===== config.mk =====
export PLATFORM = sky130hd
export DESIGN_NAME = pipeline_hazard_ctrl
export DESIGN_NICKNAME = d
export VERILOG_FILES = /design/src/rtl/pipeline_hazard_ctrl_pkg.sv /design/src/rtl/pipeline_hazard_ctrl_load_use_detect.sv /design/src/rtl/pipeline_hazard_ctrl.sv
export SDC_FILE = /design/constraint.sdc
export NUM_CORES = 1
export LEC_CHECK = 0
export BUFFER_PORTS_ARGS = -buffer_cell sky130_fd_sc_hd__buf_2
export CAP_MARGIN = 20
export CORE_ASPECT_RATIO = 1.2
export CORE_MARGIN = 2
export CORE_UTILIZATION = 30
export DETAILED_ROUTE_END_ITERATION = 10
export PLACE_DENSITY = 0.63
export SLEW_MARGIN = 20
export SYNTH_ARGS = -nofsm -noshare
export SYNTH_HDL_FRONTEND = slang
export SYNTH_SLANG_ARGS = --single-unit

===== constraint.sdc =====
create_clock -name clock -period 1.7 [get_ports clock]
set_input_delay 0.17 -clock clock [delete_from_list [all_inputs] [get_ports clock]]
set_output_delay 0.17 -clock clock [all_outputs]
set_load 0.01 [all_outputs]

===== src/rtl/pipeline_hazard_ctrl_pkg.sv =====
// Shared types and constants for the pipeline stall/flush controller.
package pipe_ctrl_pkg;

  typedef enum logic {
    RUN      = 1'b0,
    MEM_WAIT = 1'b1
  } state_e;

  localparam logic [4:0] XZR       = 5'd31;
  localparam int         CNT_W_DEF = 16;
  localparam int         WAIT_W    = 8;

endpackage


===== src/rtl/pipeline_hazard_ctrl_load_use_detect.sv =====
// Load-use hazard compare between the ID sources and the EX load destination.
module load_use_detect
  import pipe_ctrl_pkg::*;
(
  input  logic [4:0] id_rs1,
  input  logic [4:0] id_rs2,
  input  logic       id_uses_rs2,
  input  logic       ex_mem_read,
  input  logic [4:0] ex_rd,
  output logic       load_use
);

  logic w_rs1_hit;
  logic w_rs2_hit;

  assign w_rs1_hit = (ex_rd == id_rs1);
  assign w_rs2_hit = id_uses_rs2 & (ex_rd == id_rs2);
  // XZR is never a real destination, so a load into it cannot hazard.
  assign load_use  = ex_mem_read & (ex_rd != XZR) & (w_rs1_hit | w_rs2_hit);

endmodule


===== src/rtl/pipeline_hazard_ctrl.sv =====
// Central stall/flush/freeze controller for the 5-stage pipeline, with
// saturating stall/flush statistics and a sticky data-memory timeout flag.
module pipeline_hazard_ctrl
  import pipe_ctrl_pkg::*;
#(
  parameter int MEM_TIMEOUT = 64,
  parameter int CNT_W       = CNT_W_DEF
) (
  input  logic             clock,
  input  logic             reset,
  input  logic [4:0]       id_rs1,
  input  logic [4:0]       id_rs2,
  input  logic             id_uses_rs2,
  input  logic             ex_mem_read,
  input  logic [4:0]       ex_rd,
  input  logic             mem_branch_taken,
  input  logic             dmem_req,
  input  logic             dmem_ready,
  output logic             pc_write,
  output logic             if_id_write,
  output logic             if_id_flush,
  output logic             id_ex_bubble,
  output logic             pipe_freeze,
  output logic             mem_timeout,
  output logic [CNT_W-1:0] stall_count,
  output logic [CNT_W-1:0] flush_count
);

  localparam int                WAIT_LIM = (MEM_TIMEOUT > 255) ? 255 : MEM_TIMEOUT;
  localparam logic [WAIT_W-1:0] WAIT_MAX = WAIT_LIM[WAIT_W-1:0];
  localparam logic [WAIT_W-1:0] WAIT_ONE = 1;
  localparam logic [CNT_W-1:0]  CNT_ONE  = 1;

  state_e            r_state;
  logic [WAIT_W-1:0] r_wait;
  logic              r_timeout;
  logic [CNT_W-1:0]  r_stall_cnt;
  logic [CNT_W-1:0]  r_flush_cnt;

  logic              w_load_use;
  logic              w_mem_busy;
  logic              w_freeze;
  logic              w_flush;
  logic              w_stall;
  logic [WAIT_W-1:0] w_wait_nxt;

  load_use_detect u_lud (
    .id_rs1      (id_rs1),
    .id_rs2      (id_rs2),
    .id_uses_rs2 (id_uses_rs2),
    .ex_mem_read (ex_mem_read),
    .ex_rd       (ex_rd),
    .load_use    (w_load_use)
  );

  assign w_mem_busy = dmem_req & ~dmem_ready;
  assign w_freeze   = (r_state == RUN) ? w_mem_busy : ~dmem_ready;
  assign w_flush    = ~w_freeze & mem_branch_taken;
  assign w_stall    = ~w_freeze & ~mem_branch_taken & w_load_use;
  assign w_wait_nxt = (r_wait == WAIT_MAX) ? r_wait : r_wait + WAIT_ONE;

  // Freeze holds every register in place, so it wins over flush and stall.
  always_comb begin
    pc_write     = 1'b1;
    if_id_write  = 1'b1;
    if_id_flush  = 1'b0;
    id_ex_bubble = 1'b0;
    pipe_freeze  = 1'b0;
    if (reset) begin
      pc_write     = 1'b0;
      if_id_write  = 1'b0;
      if_id_flush  = 1'b1;
      id_ex_bubble = 1'b1;
    end else if (w_freeze) begin
      pc_write     = 1'b0;
      if_id_write  = 1'b0;
      pipe_freeze  = 1'b1;
    end else if (w_flush) begin
      if_id_flush  = 1'b1;
      id_ex_bubble = 1'b1;
    end else if (w_stall) begin
      pc_write     = 1'b0;
      if_id_write  = 1'b0;
      id_ex_bubble = 1'b1;
    end
  end

  always_ff @(posedge clock) begin
    if (reset) begin
      r_state   <= RUN;
      r_wait    <= '0;
      r_timeout <= 1'b0;
    end else begin
      case (r_state)
        RUN: begin
          if (w_mem_busy) begin
            r_state <= MEM_WAIT;
            r_wait  <= '0;
          end
        end
        MEM_WAIT: begin
          r_wait <= w_wait_nxt;
          if (w_wait_nxt == WAIT_MAX) r_timeout <= 1'b1;
          if (dmem_ready) r_state <= RUN;
        end
        default: r_state <= RUN;
      endcase
    end
  end

  always_ff @(posedge clock) begin
    if (reset) begin
      r_stall_cnt <= '0;
      r_flush_cnt <= '0;
    end else begin
      if (w_stall && (r_stall_cnt != '1)) r_stall_cnt <= r_stall_cnt + CNT_ONE;
      if (w_flush && (r_flush_cnt != '1)) r_flush_cnt <= r_flush_cnt + CNT_ONE;
    end
  end

  assign mem_timeout = r_timeout;
  assign stall_count = r_stall_cnt;
  assign flush_count = r_flush_cnt;

endmodule


==> metrics.txt <==
total routed wirelength around 7400 um; combinational share of power 0.137; family with the most delay on the worst path simple AND/OR/NAND/NOR gates; FP Rows 35; Cell Area, Synth roughly 0.0024 mm2; Worst Setup Start Kind flop; met2 WL post-DR around 3700 um; CP arrival between 2 and 2.5 ns; die height 102 um; CP max-delay cell nor4_4; worst min path class in2reg; post-route ant nets 0; Initial Utilization 0.312; CTS root buffer clkbuf_8; Sink Count between 40 and 50; # setup viols final 14; crit-path cells ha_4 -> nand2_4 -> nor4_4 -> a21o_2 -> buf_6 -> nor4_2 -> mux2_2; EDFF count, synth 0; # hold bufs at CTS 0; initial antenna violation count 0; failing checks setup timing; net switching power roughly 520 uW; Final nets around 450; CP required around 1.9 ns; first-pass GRT wire length 11900 um; Area Overhead vs Synth 56.5%; largest net degree at the start of global routing 44; leakage 0.00155 uW; Worst Path Buf+Inv 1; RSZ-0062 raised after global routing yes; routed length on met1 roughly 3200 um; Seq pwr share 0.508; die area 0.00879 mm2; Worst setup EP type flop; Clock Tree Buf Depth 2; clk_lat worst skew just over 0.3 ns; Fin. Hold Viols 0; met3 wire len ~320 um; Seq cells post-synth 42; worst setup margin -0.124 ns; drt drc 0; relative slew slack 0.697; Pre-antenna DRT Iters 5; IO Port Bufs 59; CTS tree built; Mapped Cells about 290; worst vdd ir approximately 0.00028 V; Clock transition at path regs 0.09 ns; Total GRT Usage 0.166; core area approximately 0.0078 mm2; clk_skew about 0.013 ns; vias per cell around 5.4; syn nets between 300 and 400; ys flop type dfxtp_1; Int Pwr 1440 uW; share of the synthesized area in the top cell type 0.348; Finished Layout Cells between 500 and 600; Max Used Layer met4; most common cell in the netlist dfxtp_1; Seq/Total Area, Yosys 0.348; Least-Margin Pin Slew between 0.4 and 0.5 ns; RD Place Congestion 0.849; die extent in x approximately 86 um; vias in the first global route between 2000 and 3000; routed vias around 2800; leading area contributor after synthesis dfxtp_1; minimum clock period between 1.5 and 2 ns; final cycle utilization of the critical path 1.07; type of the worst setup path reg2reg; CTS Buf Count 5; DRT iter0 DRCs roughly 150; drt wl/cell between 10 and 15 um; ys async rst share 0; CP max stage delay 0.40 ns; Max Cap Viol 0; I/O pins 60; WHS 0.289 ns; Post-Syn Area per Cell ~8.2 um2; switching portion of total power 0.266; total power per unit cell area a little over 500 mW/mm2; gr ovfl total 0; pre-CTS setup slack -0.264 ns; Yosys warnings 0; Max Clock Freq 548 MHz; Final Max Slew Viols 0; largest fanout on the critical path 5; # diodes 0; post-placement cell count ~500; largest cells by area after synthesis dfxtp_1, nor2_1, xnor2_1; clock share of power 0.355; fraction of layout cells with a size suffix above 1 0.512; synth cell count leaders dfxtp_1, nor2_1, nand2_1; # fillers between 700 and 800; number of distinct library cells after synthesis 53; outcome finished with violations; hpwl dp 5180 um; H-tree depth 2; Util after Layout 0.488
==> power groups by stage <==
stage,Combinational [uW],Sequential [uW],Clock [uW]
floorplan,119,1020,0
global placement,224,1020,0
detailed placement,227,1020,0
CTS,237,993,705
global route,290,995,759
finish,268,993,694
==> layout by cell type (no fill, tap or decap), types with 5 or more instances in the layout <==
cell type  netlist  layout
nand4_1         14      14
nand3_1         13      12
buf_4            1      69
dfxtp_4          0       5
buf_2            3      56
a21oi_1         14      10
o31ai_1          6       6
buf_6            1       8
dfxtp_2          0      14
dfxtp_1         42      23
xor2_1          12      10
xnor2_1         13      12
clkbuf_8         0       6
nand2_1         23      21
nor2_1          37      36
or4_1            7       5
inv_1           10       8
==> metal layers <==
layer | global-route usage | vias to the layer above
met3 | 0.0372 | 15
li1 | - | 1337
met4 | 0.0659 | 0
met2 | 0.290 | 64
met1 | 0.197 | 1337
met5 | 0 | -
==> state kept, by name (all words and copies together), names as in the netlist <==
signal,count
flush_count,16
mem_timeout,1
r_state,1
r_wait,8
stall_count,16
==> worst reg2reg max path, stage by stage, from the launching register on <==
cell and delay [ns]:
dfxtp_4 0.37, ha_4 0.15, nand2_4 0.06, nor4_4 0.40
a21o_2 0.28, buf_6 0.14, nor4_2 0.04, mux2_2 0.28
==> area by class of cell <==
cell class                      count  area [um2]  share of cell area
Clock inverter                      2        12.5             0.00331
Timing Repair Buffer              134         908               0.240
Multi-Input combinational cell    225        1740               0.460
Inverter                           11        46.3              0.0122
Tap cell                           92         115              0.0304
Clock buffer                        6        82.6              0.0218
Sequential cell                    42         877               0.232
==> kinds of logic after synthesis <==
family / after synthesis / share of synthesized area
AND/OR/NAND/NOR: 132 / 0.284
multiplexers: 6 / 0.0269
flip-flops: 42 / 0.348
AO/OA/AOI/OAI: 58 / 0.182
adder cells (fa/ha/maj): 4 / 0.0207
XOR/XNOR: 25 / 0.0906
buffers and inverters: 27 / 0.0481
==> worst paths after layout <==
| kind | cells after the start | slack (ns) | to | from |
|---|---|---|---|---|
| worst min-delay path | 3 | 0.29 | stall_count[9] | reset |
| worst min register to register | 2 | 0.48 | mem_timeout | mem_timeout |
| worst max-delay path | 7 | -0.12 | stall_count[5] | stall_count[1] |
| worst max register to register | 7 | -0.12 | stall_count[5] | stall_count[1] |
==> through the flow <==
stage          cell area (um2)  TNS, ns  power [uW]
6_report                  3780    -1.05        1960
2_1_floorplan             2550   -0.452        1140
4_1_cts                   3550    -1.02        1940
3_5_place_dp              3340    -2.84        1240
5_1_grt                   3780    -2.64        2040
3_3_place_gp              3340    -2.26        1240
==> timing repair <==
action,CTS,global route
resized for setup,18,38
pin swaps,13,17
endpoints found under the setup margin,24,32
buffers inserted,5,12
endpoints found under the hold margin,0,0
(Power assumes the default switching activity.)
